### config.mk
export PLATFORM = sky130hd
export DESIGN_NAME = mem_wb_pipeline_skid
export DESIGN_NICKNAME = d
export VERILOG_FILES = /design/src/rtl/mem_wb_pipeline_skid.sv
export SDC_FILE = /design/constraint.sdc
export NUM_CORES = 1
export LEC_CHECK = 0
export ABC_AREA = 1
export BUFFER_PORTS_ARGS = -buffer_cell sky130_fd_sc_hd__buf_2
export CORE_UTILIZATION = 45
export DETAILED_ROUTE_END_ITERATION = 6
export PLACE_DENSITY = 0.7
export SLEW_MARGIN = 20
export SYNTH_ARGS = -nofsm -noshare
export SYNTH_HDL_FRONTEND = slang
export SYNTH_SLANG_ARGS = --single-unit
### constraint.sdc
create_clock -name Clk -period 5.5 [get_ports Clk]
set_clock_uncertainty 0.1 [all_clocks]
set_input_delay 1.1 -clock Clk [delete_from_list [all_inputs] [get_ports Clk]]
set_output_delay 1.1 -clock Clk [all_outputs]
set_load 0.05 [all_outputs]
### src/rtl/mem_wb_pipeline_skid.sv
// MEM/WB pipeline register with valid/ready handshake and a 2-entry skid buffer.
// Optional registered writeback mux enabled by defining MEM_WB_WRITEBACK_MUX_EN.
module mem_wb_pipeline_skid #(
  parameter int unsigned DATA_WIDTH     = 32,
  parameter int unsigned REG_ADDR_WIDTH = 5
) (
  input  logic                      Clk,
  input  logic                      Reset,
  input  logic                      Flush,
  input  logic                      Valid_MEM,
  output logic                      Ready_MEM,
  input  logic                      RegWrite_MEM,
  input  logic                      MemtoReg_MEM,
  input  logic [DATA_WIDTH-1:0]     Read_Data_MEM,
  input  logic [DATA_WIDTH-1:0]     ALU_Result_MEM,
  input  logic [REG_ADDR_WIDTH-1:0] Write_Register_MEM,
  input  logic [REG_ADDR_WIDTH-1:0] Instruction_Rd_MEM,
  output logic                      Valid_WB,
  input  logic                      Ready_WB,
  output logic                      RegWrite_WB,
  output logic                      MemtoReg_WB,
  output logic [DATA_WIDTH-1:0]     Read_Data_WB,
  output logic [DATA_WIDTH-1:0]     ALU_Result_WB,
  output logic [REG_ADDR_WIDTH-1:0] Write_Register_WB,
`ifdef MEM_WB_WRITEBACK_MUX_EN
  output logic [REG_ADDR_WIDTH-1:0] Instruction_Rd_WB,
  output logic [DATA_WIDTH-1:0]     Write_Data_WB
`else
  output logic [REG_ADDR_WIDTH-1:0] Instruction_Rd_WB
`endif
);

  typedef enum logic [1:0] {
    EMPTY = 2'd0,
    FULL  = 2'd1,
    SKID  = 2'd2
  } state_t;

  typedef struct packed {
    logic                      regwrite;
    logic                      memtoreg;
    logic [DATA_WIDTH-1:0]     read_data;
    logic [DATA_WIDTH-1:0]     alu_result;
    logic [REG_ADDR_WIDTH-1:0] write_reg;
    logic [REG_ADDR_WIDTH-1:0] instr_rd;
`ifdef MEM_WB_WRITEBACK_MUX_EN
    logic [DATA_WIDTH-1:0]     write_data;
`endif
  } entry_t;

  state_t r_state;
  state_t w_state_nxt;
  logic   r_ready_mem;
  entry_t r_head;
  entry_t r_skid;
  entry_t w_in;

  logic w_in_fire;
  logic w_out_fire;
  logic w_valid_wb;
  logic w_load_head_in;
  logic w_load_head_skid;
  logic w_load_skid_in;

  assign w_valid_wb = (r_state != EMPTY);
  assign w_in_fire  = Valid_MEM & r_ready_mem;
  assign w_out_fire = w_valid_wb & Ready_WB;

  always_comb begin
    w_in            = '0;
    w_in.regwrite   = RegWrite_MEM;
    w_in.memtoreg   = MemtoReg_MEM;
    w_in.read_data  = Read_Data_MEM;
    w_in.alu_result = ALU_Result_MEM;
    w_in.write_reg  = Write_Register_MEM;
    w_in.instr_rd   = Instruction_Rd_MEM;
`ifdef MEM_WB_WRITEBACK_MUX_EN
    // Mux resolved before the register so WB sees a plain flop output.
    w_in.write_data = MemtoReg_MEM ? Read_Data_MEM : ALU_Result_MEM;
`endif
  end

  always_comb begin
    w_state_nxt      = r_state;
    w_load_head_in   = 1'b0;
    w_load_head_skid = 1'b0;
    w_load_skid_in   = 1'b0;
    unique case (r_state)
      EMPTY: begin
        if (w_in_fire) begin
          w_load_head_in = 1'b1;
          w_state_nxt    = FULL;
        end
      end
      FULL: begin
        if (w_in_fire && w_out_fire) begin
          w_load_head_in = 1'b1;
        end else if (w_in_fire) begin
          w_load_skid_in = 1'b1;
          w_state_nxt    = SKID;
        end else if (w_out_fire) begin
          w_state_nxt = EMPTY;
        end
      end
      SKID: begin
        if (w_out_fire) begin
          w_load_head_skid = 1'b1;
          w_state_nxt      = FULL;
        end
      end
      default: w_state_nxt = EMPTY;
    endcase
    // Flush discards everything, including an entry accepted this cycle.
    if (Flush) begin
      w_state_nxt      = EMPTY;
      w_load_head_in   = 1'b0;
      w_load_head_skid = 1'b0;
      w_load_skid_in   = 1'b0;
    end
  end

  always_ff @(posedge Clk or posedge Reset) begin
    if (Reset) begin
      r_state     <= EMPTY;
      r_ready_mem <= 1'b1;
    end else begin
      r_state     <= w_state_nxt;
      r_ready_mem <= (w_state_nxt != SKID);
    end
  end

  always_ff @(posedge Clk or posedge Reset) begin
    if (Reset) begin
      r_head <= '0;
      r_skid <= '0;
    end else begin
      if (w_load_head_in) begin
        r_head <= w_in;
      end else if (w_load_head_skid) begin
        r_head <= r_skid;
      end
      if (w_load_skid_in) begin
        r_skid <= w_in;
      end
    end
  end

  assign Ready_MEM         = r_ready_mem;
  assign Valid_WB          = w_valid_wb;
  assign RegWrite_WB       = r_head.regwrite & w_valid_wb;
  assign MemtoReg_WB       = r_head.memtoreg;
  assign Read_Data_WB      = r_head.read_data;
  assign ALU_Result_WB     = r_head.alu_result;
  assign Write_Register_WB = r_head.write_reg;
  assign Instruction_Rd_WB = r_head.instr_rd;
`ifdef MEM_WB_WRITEBACK_MUX_EN
  assign Write_Data_WB     = r_head.write_data;
`endif

endmodule

Yosys cells after proc, flatten, opt, wreduce, memory -nomap -nowiden --
Cells that the tools add are included.
Storage, ports and cells: register bits 155, input bits 81, output and inout bits 78
Cells by class: equal/unequal tests 3, multiplexer cells 19, bitwise gates (word level) 3, reduce and logical (&&, ||, !) cells 4
Operator list (number):
- two-way mux 76 bit | 2
- two-way mux 2 bit | 6
- two-way mux 1 bit | 9
- case mux 2 bit (3 select lines) | 1
- nonzero test 2 bit | 2
- bitwise AND 1 bit | 3
- equality test 2 x 1 -> 1 bit, second input constant | 1
- equality test 2 bit, second input constant | 1
- logical NOT 2 bit | 1
- inequality test 2 bit, second input constant | 1
- case mux 1 bit (2 select lines) | 1
- logical AND 1 bit | 1

Depth between registers and ports, before layout --
word-level depth 8, depth in mapped cells 9, depth with buffers taken out 7

Worst setup path before layout --
Ideal clock, no wire load.
path type reg-to-output, start point register r_state[0], end point output port RegWrite_WB, arrival 1.152 ns, required time 4.300 ns, path slack 3.148 ns, stages on the path, launching flop included 4, path through dfrtp_1 > buf_2 > nor2_1 > nor2_1
On the way: longest elaborated chain between the ends 2
Ends and longest elaborated chain:
- from (decl) | line 51 | state_t r_state;
- from (signal assigned) | line 127 | r_state <= w_state_nxt;
- nonzero test 2 bit | line 65 | assign w_valid_wb = (r_state != EMPTY);
- bitwise AND 1 bit | line 150 | assign RegWrite_WB = r_head.regwrite & w_valid_wb;
- to (decl) | line 20 | output logic RegWrite_WB,
Every way passes these cells.

Worst setup path after layout --
start point input port Ready_WB, end point register r_head, in the netlist ALU_Result_WB[14]
On the way: longest elaborated chain between the ends 6
Ends and longest elaborated chain:
- from (decl) | line 19 | input logic Ready_WB,
- bitwise AND 1 bit * | line 67 | assign w_out_fire = w_valid_wb & Ready_WB;
- logical AND 1 bit | line 96 | if (w_in_fire && w_out_fire) begin
- two-way mux 1 bit | line 96
- case mux 1 bit (2 select lines) | line 88 | unique case (r_state)
- two-way mux 1 bit | line 114 | if (Flush) begin
- two-way mux 76 bit / nonzero test 2 bit (equally long branches)
- to (signal assigned) | line 138 | r_head <= w_in;
- to (signal assigned) | line 140 | r_head <= r_skid;
- to (decl) | line 54 | entry_t r_head;
Mark *: on every way between the ends. The rest lies on a longest branch, timed or not. A chain may end at the register's enable or synchronous reset.

==> summary.txt <==
Status
  – Status: complete, no violations

Finish
  – Antenna fix cells: 0
  – Design area: roughly 0.009 mm2
  – Util after Layout: roughly half
  – Nets: 1135
  – Share of layout cells above drive strength 1: 19.2%
  – Leading cell type in the layout, fill and taps excluded: nand2_1
  – Most frequent cells in the layout: 310 x nand2_1, 228 x nand3_1, 158 x buf_2, 154 x dfrtp_1, 81 x inv_1
  – Final cell count without fillers: 1291
  – Area growth syn-to-layout: 11.5%

Synth
  – Syn Nets: 1097
  – Yosys warnings: 0
  – Synth top area share: about 50%
  – Area leader, netlist: dfrtp_1
  – Register area share after synthesis: 49.2%
  – Synthesized area per cell: 7.76 um2
  – Post-Synthesis Cell Area: 0.00788 mm2
  – Unique cell type count in the Yosys netlist: 19
  – Count of state elements after synthesis: 155
  – Mapped Cells: slightly above 1000
  – Largest cells by area after synthesis: dfrtp_1 49%, nand2_1 15%, nand3_1 14%, buf_4 7.9%, o21ai_1 4.9%

Critical path
  – WS Path Type: in -> reg
  – Worst setup EP type: flop
  – CP startpoint kind: input pin
  – CP arrival: 3.28 ns
  – Crit Path Max Fanout: 108
  – CP Data Required Time: 5.71 ns

Floorplanning
  – FP Rows: 48
  – Initial Util: 45.9%
  – DIE WIDTH: 134 um
  – Die height: 134 um
  – Die area: ~0.018 mm2
  – I/O pins: 159
  – Core ar.: 0.0172 mm2

Hold path
  – Hold WC Path Type: reg -> reg

Drt
  – Routed length per instance: 14.2 um
  – DRT Pass-1 Iters: 4
  – Starting DRC count in detailed routing: 530
  – Routed WL: 18.4 mm
  – Vias: 6489
  – DR vias/cell: roughly 5.0
  – Routed Antenna Nets: 0
  – DRC: 0

CTS
  – Clock tree from TritonCTS: built
  – Worst-Skew Late Latency: 0.42 ns
  – PostCTS Resize Cnt: 0
  – Post-CTS Setup Inserts: 0
  – CTS max path bufs: 2
  – CTS H-tree depth: 4
  – Clock sinks: approximately 160
  – CTS Buf Count: 17
  – Clock slew at reported path FFs: 0.06 ns
  – Root Buffer: clkbuf_16
  – Cts hold-fix bufs: 0

Timing
  – Setup ws final: about 2.4 ns
  – Min Tclk post-route: 3.08 ns
  – Max-slew violations: 0
  – Hold slack: 0.390 ns
  – Unrepaired setup endpoints after global routing: false
  – Final Setup Violations: 0
  – Worst-margin pin slew: around 0.92 ns
  – Slew HR: 38.8%
  – Final Hold Fails: 0
  – Period utilization: 55.9%
  – Setup TNS: 0 ns
  – FMAX: 325 MHz

Placed design
  – Hpwl dp: around 11 mm
  – Pre-CTS setup slack: 2.02 ns
  – Placed Area: 0.00816 mm2
  – Cells after DPL: between 1000 and 1500
  – Global placement routability congestion: 0.752
  – I/O Buffers: approximately 160

Global route
  – First-pass GRT wire length: 30.2 mm
  – Largest net degree at the start of global routing: 115
  – GRT Residual Overflow: 0
  – Initial antenna violation count: 0
  – Vias in the first global route: 5974
  – GRT Overall Usage: 21.3%

Pwr
  – PwrDens: 467 mW/mm2
  – Leak Pwr: 4.89 nW
  – Maximum vdd drop: 328 uV
  – Power, Total: 4.10 mW

Job
  – Reported max-cap violation count: 0
==> flip-flops by register name (all words and copies together), names as in the netlist <==
name	flops
MemtoReg_WB	1
Ready_MEM	1
ALU_Result_WB	32
r_head	1
r_skid	76
Write_Register_WB	5
Read_Data_WB	32
r_state	2
Instruction_Rd_WB	5
==> Yosys cell counts <==
cell type / count
nand2_1: 313
nand3_1: 228
dfrtp_1: 154
buf_4: 83
inv_1: 82
o21ai_1: 77
buf_2: 32
clkbuf_1: 22
buf_1: 9
nor2_1: 6
nand4_1: 2
a22oi_1: 1
buf_6: 1
dfstp_2: 1
inv_2: 1
nand2_2: 1
nand3_2: 1
nor2_2: 1
nor2_4: 1
==> metal layers <==
metal	global-route usage, %	vias up	part of all wire [%]
met5	0	-	0
met3	4.88	18	6.4
li1	-	3242	-
met4	5.74	0	1.1
met2	33.6	212	46
met1	29.4	3017	46
==> worst paths after layout <==
| path | depth (start not counted) | to | slack, ns | from |
|---|---|---|---|---|
| min in group asynchronous | 2 | ALU_Result_WB[6] | 0.65 | Reset |
| max in group asynchronous | 3 | Read_Data_WB[20] | 3.57 | Reset |
| hold reg to reg | 2 | r_skid[66] | 0.39 | r_skid[66] |
| setup / recovery | 8 | ALU_Result_WB[14] | 2.42 | Ready_WB |
| setup reg to reg | 7 | ALU_Result_WB[14] | 2.60 | r_state[0] |
| hold / removal | 2 | r_skid[66] | 0.39 | r_skid[66] |
==> worst max-delay path, cell delays in order <==
cell,delay (ns)
buf_2,0.10
o21ai_1,0.12
nand2_4,0.53
nand2_4,0.64
buf_12,0.41
nand2_1,0.12
nand2_1,0.09
nand2_1,0.05
==> logic make-up (layout without fill, tap and decap cells) <==
| group | Yosys count | after routing | synth area share (%) |
|---|---|---|---|
| buffers and inverters | 230 | 280 | 15.5 |
| AOI/OAI and AO/OA | 78 | 78 | 4.99 |
| and+or+nand+nor | 553 | 553 | 30.3 |
| DFF | 155 | 155 | 49.2 |
==> power breakdown <==
part | switching, mW | internal [mW]
registers | 0.183 | 1.47
logic | 0.901 | 0.311
clock network | 0.446 | 0.790
total | 1.53 | 2.57
==> final cells by class <==
| type | instances | area (um2) |
|---|---|---|
| clock inverters | 8 | 140 |
| fillers | 1695 | 8390 |
| well taps | 225 | 282 |
| inverters | 83 | 317 |
| multi-input cells | 631 | 2830 |
| clock buffers | 23 | 478 |
| repair buffers | 166 | 863 |
| flip-flops and latches | 155 | 3880 |
No activity file was read; power rests on OpenSTA's default activity.
